**config.mk**
```make
export PLATFORM = sky130hd
export DESIGN_NAME = ascon_linear_layer
export DESIGN_NICKNAME = d
export VERILOG_FILES = /design/src/rtl/ascon_pkg.sv /design/src/rtl/ascon_word_diffuse.sv /design/src/rtl/ascon_linear_layer.sv
export SDC_FILE = /design/constraint.sdc
export NUM_CORES = 2
export LEC_CHECK = 0
export CAP_MARGIN = 25
export CORE_MARGIN = 10
export CORE_UTILIZATION = 30
export CTS_BUF_LIST = sky130_fd_sc_hd__clkbuf_8
export CTS_CLUSTER_DIAMETER = 30
export DETAILED_ROUTE_END_ITERATION = 8
export PLACE_DENSITY = 0.48
export SETUP_SLACK_MARGIN = 0.2
export SLEW_MARGIN = 20
export SYNTH_ARGS = -nofsm -noshare
export SYNTH_HDL_FRONTEND = slang
export SYNTH_SLANG_ARGS = --single-unit
```
**constraint.sdc**
```tcl
create_clock -name clk -period 31.6 [get_ports clk]
set_input_delay 6.32 -clock clk [delete_from_list [all_inputs] [get_ports clk]]
set_output_delay 6.32 -clock clk [all_outputs]
set_load 0.01 [all_outputs]
```
**src/rtl/ascon_pkg.sv**
```systemverilog
// Shared constants, types and rotation lookups for the Ascon linear diffusion layer (pL).
package ascon_pkg;

  localparam int WORD_W = 64;
  localparam int NWORDS = 5;
  localparam int IDX_W  = $clog2(NWORDS);
  localparam int ROT_W  = 6;

  typedef logic [WORD_W-1:0] word_t;
  typedef logic [ROT_W-1:0]  rot_t;
  typedef logic [IDX_W-1:0]  idx_t;

  typedef enum logic [1:0] {IDLE = 2'd0, RUN = 2'd1, DONE = 2'd2} ll_state_t;

  localparam idx_t LAST_IDX = idx_t'(NWORDS - 1);

  localparam rot_t ROT0 [NWORDS] = '{6'd19, 6'd61, 6'd1, 6'd10, 6'd7};
  localparam rot_t ROT1 [NWORDS] = '{6'd28, 6'd39, 6'd6, 6'd17, 6'd41};

  // Out-of-range indices return a harmless nonzero rotation; idx never gets there.
  function automatic rot_t rot0_of(input idx_t i);
    rot_t r;
    if (int'(i) < NWORDS) r = ROT0[int'(i)];
    else                  r = 6'd1;
    return r;
  endfunction

  function automatic rot_t rot1_of(input idx_t i);
    rot_t r;
    if (int'(i) < NWORDS) r = ROT1[int'(i)];
    else                  r = 6'd1;
    return r;
  endfunction

endpackage

```
**src/rtl/ascon_word_diffuse.sv**
```systemverilog
// Combinational per-word diffusion: y = x ^ ror(x,a) ^ ror(x,b).
module ascon_word_diffuse
  import ascon_pkg::*;
(
  input  word_t      x,
  input  logic [5:0] a,
  input  logic [5:0] b,
  output word_t      y
);

  word_t ror_a;
  word_t ror_b;

  // Rotation amounts are always 1..63, so the complementary left shift never reaches 64.
  assign ror_a = (x >> a) | (x << (7'd64 - {1'b0, a}));
  assign ror_b = (x >> b) | (x << (7'd64 - {1'b0, b}));
  assign y     = x ^ ror_a ^ ror_b;

endmodule

```
**src/rtl/ascon_linear_layer.sv**
```systemverilog
// Ascon pL stage: captures the sbox output and diffuses one 64-bit word per cycle
// through a single shared rotator pair; result held in DONE until start drops.
module ascon_linear_layer
  import ascon_pkg::*;
#(
  parameter int CWIDTH = 320
) (
  input  logic              clk,
  input  logic              reset,
  input  logic              start,
  input  logic [CWIDTH-1:0] state_in,
  output logic [CWIDTH-1:0] state_out,
  output logic              busy,
  output logic              done
);

  if (CWIDTH != WORD_W * NWORDS) begin : g_bad_width
    $error("ascon_linear_layer: CWIDTH must equal 64*NWORDS = 320");
  end

  ll_state_t         state;
  ll_state_t         state_next;
  idx_t              idx;
  logic [CWIDTH-1:0] in_reg;
  word_t             cur_word;
  word_t             diffused;

  assign cur_word = in_reg[WORD_W*idx +: WORD_W];

  ascon_word_diffuse u_diffuse (
    .x (cur_word),
    .a (rot0_of(idx)),
    .b (rot1_of(idx)),
    .y (diffused)
  );

  // State register
  always_ff @(posedge clk or posedge reset) begin
    if (reset) state <= IDLE;
    else       state <= state_next;
  end

  // Next-state logic; DONE needs start low before re-arming
  always_comb begin
    state_next = state;
    case (state)
      IDLE: begin
        if (start) state_next = RUN;
        else       state_next = IDLE;
      end
      RUN: begin
        if (idx == LAST_IDX) state_next = DONE;
        else                 state_next = RUN;
      end
      DONE: begin
        if (start) state_next = DONE;
        else       state_next = IDLE;
      end
      default: state_next = IDLE;
    endcase
  end

  // Output decode from the state register
  always_comb begin
    busy = 1'b0;
    done = 1'b0;
    case (state)
      RUN:     busy = 1'b1;
      DONE:    done = 1'b1;
      default: begin
        busy = 1'b0;
        done = 1'b0;
      end
    endcase
  end

  // Datapath: capture, per-word write-back, index counter
  always_ff @(posedge clk or posedge reset) begin
    if (reset) begin
      in_reg    <= '0;
      idx       <= '0;
      state_out <= '0;
    end else begin
      case (state)
        IDLE: begin
          if (start) begin
            in_reg <= state_in;
            idx    <= '0;
          end else begin
            idx    <= idx;
          end
        end
        RUN: begin
          state_out[WORD_W*idx +: WORD_W] <= diffused;
          if (idx == LAST_IDX) idx <= '0;
          else                 idx <= idx + idx_t'(1);
        end
        default: idx <= idx;
      endcase
    end
  end

endmodule
```
# [Word-level counts from Yosys, hierarchy flattened]
# Memories as Yosys holds them, arrays and structs flattened.
# Index checks and enable logic that the tools add are counted.
# W data, S select, Z words.
[op_classes] n_shift=7 addsub=4 reduce_logical=4 n_mul=0 n_eq_ne=4 bitwise=5 n_mux=16 div=0 order_cmp=2
[ops] op="$bwmux W320" count=1
[ops] op="$shift A64 B34 Y320 const A" count=1
[ops] op="$shiftx A320 B10 Y64" count=1
[ops] op="$shiftx A64 B34 Y320" count=1
[ops] op="$or A64 B64 Y64" count=2
[ops] op="$shl A64 B7 Y64" count=2
[ops] op="$shr A64 B6 Y64" count=2
[ops] op="$xor A64 B64 Y64" count=2
[ops] op="$mux W6" count=6
[ops] op="$neg A9 Y34" count=1
[ops] op="$ge A32 B4 Y1 const B" count=1
[ops] op="$not A3 Y32" count=1
[ops] op="$sub A7 B6 Y7 const A" count=2
[ops] op="$mux W3" count=2
[ops] op="$pmux W2 S3" count=1
[ops] op="$pmux W3 S2" count=1
[ops] op="$mux W2" count=2
[ops] op="$reduce_and A2 Y1" count=2
[ops] op="$add A3 B1 Y3 const B" count=1
[ops] op="$eq A3 B3 Y1 const B" count=1
[ops] op="$lt A3 B3 Y1 const B" count=1
[ops] op="$mux W1" count=3
[ops] op="$eq A2 B1 Y1 const B" count=1
[ops] op="$eq A2 B2 Y1 const B" count=1
[ops] op="other kinds (3)" count=3
[totals] mem_bits_rw=0 latch_bits=0 mem_count=2 romBits=96 output_inout_bits=322 regBits=645
[mem_list] name="(name not given)" depth=8 width=6 rd=1 rd_ports_with_merged_regs=0 wr=0 line_no="ascon_pkg.sv:30" rtl="if (int'(i) < NWORDS) r = ROT1[int'(i)];"
[mem_list] name="(name not given)" depth=8 width=6 rd=1 rd_ports_with_merged_regs=0 wr=0 line_no="ascon_pkg.sv:23" rtl="if (int'(i) < NWORDS) r = ROT0[int'(i)];"

# [Longest topological paths before layout]
[logic_depth] ltp_word=12 depth_mapped=30 depth_no_buf=16

# [Modules after synthesis]
# From an unflattened synthesis, not the netlist that was laid out.
[hier_totals] hier_cells=4246 area_unflattened_um2=45825.2
[modules_own_cells] module="ascon_linear_layer" instances=1 area_per_inst_um2=28209.6 seq_area_each_um2=16140.5 cells_each=2086
[modules_own_cells] module="ascon_word_diffuse" instances=1 area_per_inst_um2=17615.6 seq_area_each_um2=0.0 cells_each=2160

# [Least setup slack after synthesis]
# Ideal clock, no wire load.
[synth_path] path_type="input to register" startpoint="input start" endpoint="register in_reg[0]" path_stages=5 setup_time_ps=125 setup_slack_ps=23688 t_arrival_ps=7787 path_cell_list="nor3b_1 clkbuf_1 clkbuf_1 clkbuf_1 mux2_2"
[synth_between] elab_chain_len=1
[synth_rtl] element="start: declaration" line_no="ascon_linear_layer.sv:10" rtl="input logic start,"
[synth_rtl] element="$reduce_and A2 Y1 (no line)"
[synth_rtl] element="end signal: assignment" line_no="ascon_linear_layer.sv:87" rtl="in_reg <= state_in;"
[synth_rtl] element="end: declaration" line_no="ascon_linear_layer.sv:24" rtl="logic [CWIDTH-1:0] in_reg;"
# No other way between the ends.
# A chain may end at the register's enable or synchronous reset.

==> flow_summary_export.csv <==
group,metric,value,unit
detailed_routing,wirelength,368.2,mm
layout,fin_nets,6367,
floorplan,dieArea,177500,um2
floorplan,coreArea,160400,um2
clocking,cts_hold_buf,0,
synthesis,synthesis.nets,5729,
clocking,clkLatencyLatePin,0.95,ns
critical_path,r2r-end,"state_out[75]$_DFFE_PP0P_",
clocking,cts_setup_buffers,0,
floorplan,die_w,421.3,um
layout,drive_gt1_share,19.80,%
layout,synthToLayoutAreaGrowth,28.17,%
floorplan,initial_core_util,30.12,%
sta,finalHoldViolCount,0,
critical_path,critPathLaunchType,"primary input",
clocking,clock-root-buffer,"clkbuf_8",
critical_path,critPathCaptureType,"asynchronous set/reset pin",
critical_path,worstReg2RegStart,"idx[1]$_DFFE_PP0P_",
clocking,cts.sinks,645,
global_route,grt_pass1_wl,485.3,mm
floorplan,die_h,421.3,um
status,outcome,"finished, final reports clean",
critical_path,critPathMaxFanout,148,
synthesis,ys.flop_type,"dfrtp_1",
layout,final_common_cell,"clkdlybuf4s50_1",
global_route,grt_pass1_vias,51730,
critical_path,crit_path_start,"reset",
sta,hold_slack,0.4740,ns
clocking,cts_tree,"built",
synthesis,synth_cell_type_count,114,
sta,fin_skew,0.04043,ns
global_route,grt_antenna_before_repair,46,
detailed_routing,detail_route.vias_per_cell,6.403,
detailed_routing,drt_iter0_markers,7119,
critical_path,crit_top_cell,"buf_4",
synthesis,ys_seq_area_share,33.41,%
critical_path,critical_path_class,"in2async",
worst_hold_path,min_path_type,"reg2reg",
detailed_routing,ant_nets,0,
synthesis,avgSynthCellArea,8.951,um2
sta,fmax,0.1074,GHz
floorplan,num_io_pins,645,
layout,final_core_util,38.61,%
synthesis,synth_edf_count,0,
sta,fin_crit,9.310,ns
clocking,cts_resized,0,
critical_path,arrival,10.41,ns
critical_path,cpMaxStageDelayCell,"buf_4",
sta,min_period_over_period,29.46,%
sta,setup_viol,0,
global_route,grt_usage,39.50,%
synthesis,synthArstFlopShare,100.0,%
job,cap_violations,0,
detailed_routing,num_vias,53440,
sta,tns,0,ns
clocking,htreeDepth,4,
clocking,path_clk_slew,0.05,ns
sta,slew_viol_final,0,
clocking,clk_path_buf_depth,3,
detailed_routing,drc,0,
clocking,cts_buffers,159,
synthesis,ys_ff_latch,645,
global_route,overflow,0,
sta,maxSlewHeadroom,11.35,%
placement,numPortBuffers,644,
sta,rsz0062_at_grt,"false",
detailed_routing,first_pass_iters,7,
floorplan,row_count,147,
synthesis,synth-warning-count,0,
critical_path,cp_cell_sequence,"clkdlybuf4s50_1 -> inv_8 -> buf_4 -> buf_4 -> buf_12 -> buf_4 -> buf_16",
layout,mostFrequentLayoutCells,"clkdlybuf4s50_1, dfrtp_1, nand2_1",
placement,routabilityCongestion,1.116,
placement,hpwl,293.2,mm
global_route,grt_max_degree,167,
critical_path,r2r_slack,23.72,ns
sta,worst_pin_slew,1.322,ns
critical_path,endpoint,"in_reg[272]$_DFFE_PP0P_",
detailed_routing,detail_route.wl_per_cell,44.12,um
critical_path,required,32.70,ns
synthesis,syn-cell-area,48310,um2
critical_path,worstRegToRegCells,15,
synthesis,syn_inst,5397,
critical_path,max_stage_delay,0.73,ns
-- routing by layer --
metal | wire [um] | track usage, %
met1 | 144700 | 48.07
met2 | 151200 | 57.00
met3 | 40530 | 14.58
met4 | 31600 | 28.49
met5 | 159 | 0
-- worst max-delay path: cells and delay by family --
kind / cells / cell delay (ns)
buffers and inverters: 7 / 3.75
-- final cells by class --
cell class,count,area (um2)
Antenna cell,28,70.07
Tap cell,2160,2703
Clock buffer,185,2546
Multi-Input combinational cell,4248,30210
Timing Repair Buffer,954,8877
Sequential cell,645,16150
Inverter,27,111.4
Clock inverter,98,1247
Fill cell,16430,98470
-- through the flow --
stage	cells	area, um2	setup slack [ns]
final	8345	61920	22.29
after global routing	8319	61850	21.71
after CTS	8306	61680	21.86
after detailed placement	8023	57890	20.85
after global placement	8007	57740	20.88
after floorplan	5397	48310	7.209
-- cell families after synthesis --
logic type	share of synthesized area (%)
simple gates	13.76
flops	33.41
buf+inv	5.056
fa+ha+maj	0.2331
xor+xnor	2.504
compound gates	25.34
mux	19.69
-- synth_stat cells (37+ instances only) --
library cell	n	share of area (%)
nor3_1	110	1.1
a21o_1	46	0.71
mux2_2	457	11
nand3_1	74	0.77
dfrtp_1	645	33
nand2_1	605	4.7
xnor2_1	96	1.7
o221ai_1	62	1.1
o211ai_1	110	1.7
buf_1	55	0.43
nor2_1	391	3.0
a22o_1	86	1.6
a22oi_1	82	1.3
a31oi_1	40	0.52
mux2i_1	361	7.5
nand2b_1	57	0.74
buf_4	45	0.70
o21ai_0	449	4.7
o21ai_1	37	0.38
o22ai_1	150	1.9
clkbuf_1	220	1.7
a211oi_1	89	1.4
a21oi_1	287	3.0
buf_2	129	1.3
-- worst min path at each step --
stage	start	end	slack, ns	cells past startpoint
after floorplan	in_reg[304]$_DFFE_PP0P_	in_reg[304]$_DFFE_PP0P_	0.47	1
after global placement	state_out[209]$_DFFE_PP0P_	state_out[209]$_DFFE_PP0P_	0.46	2
after detailed placement	state_out[176]$_DFFE_PP0P_	state_out[176]$_DFFE_PP0P_	0.47	2
after CTS	state_out[171]$_DFFE_PP0P_	state_out[171]$_DFFE_PP0P_	0.48	2
after global routing	state_out[125]$_DFFE_PP0P_	state_out[125]$_DFFE_PP0P_	0.49	2
final	state_out[273]$_DFFE_PP0P_	state_out[273]$_DFFE_PP0P_	0.47	2
Power is left out: the tool's default activity adds up to more than one toggle a clock period on the data nets, which glitch-free logic cannot reach.
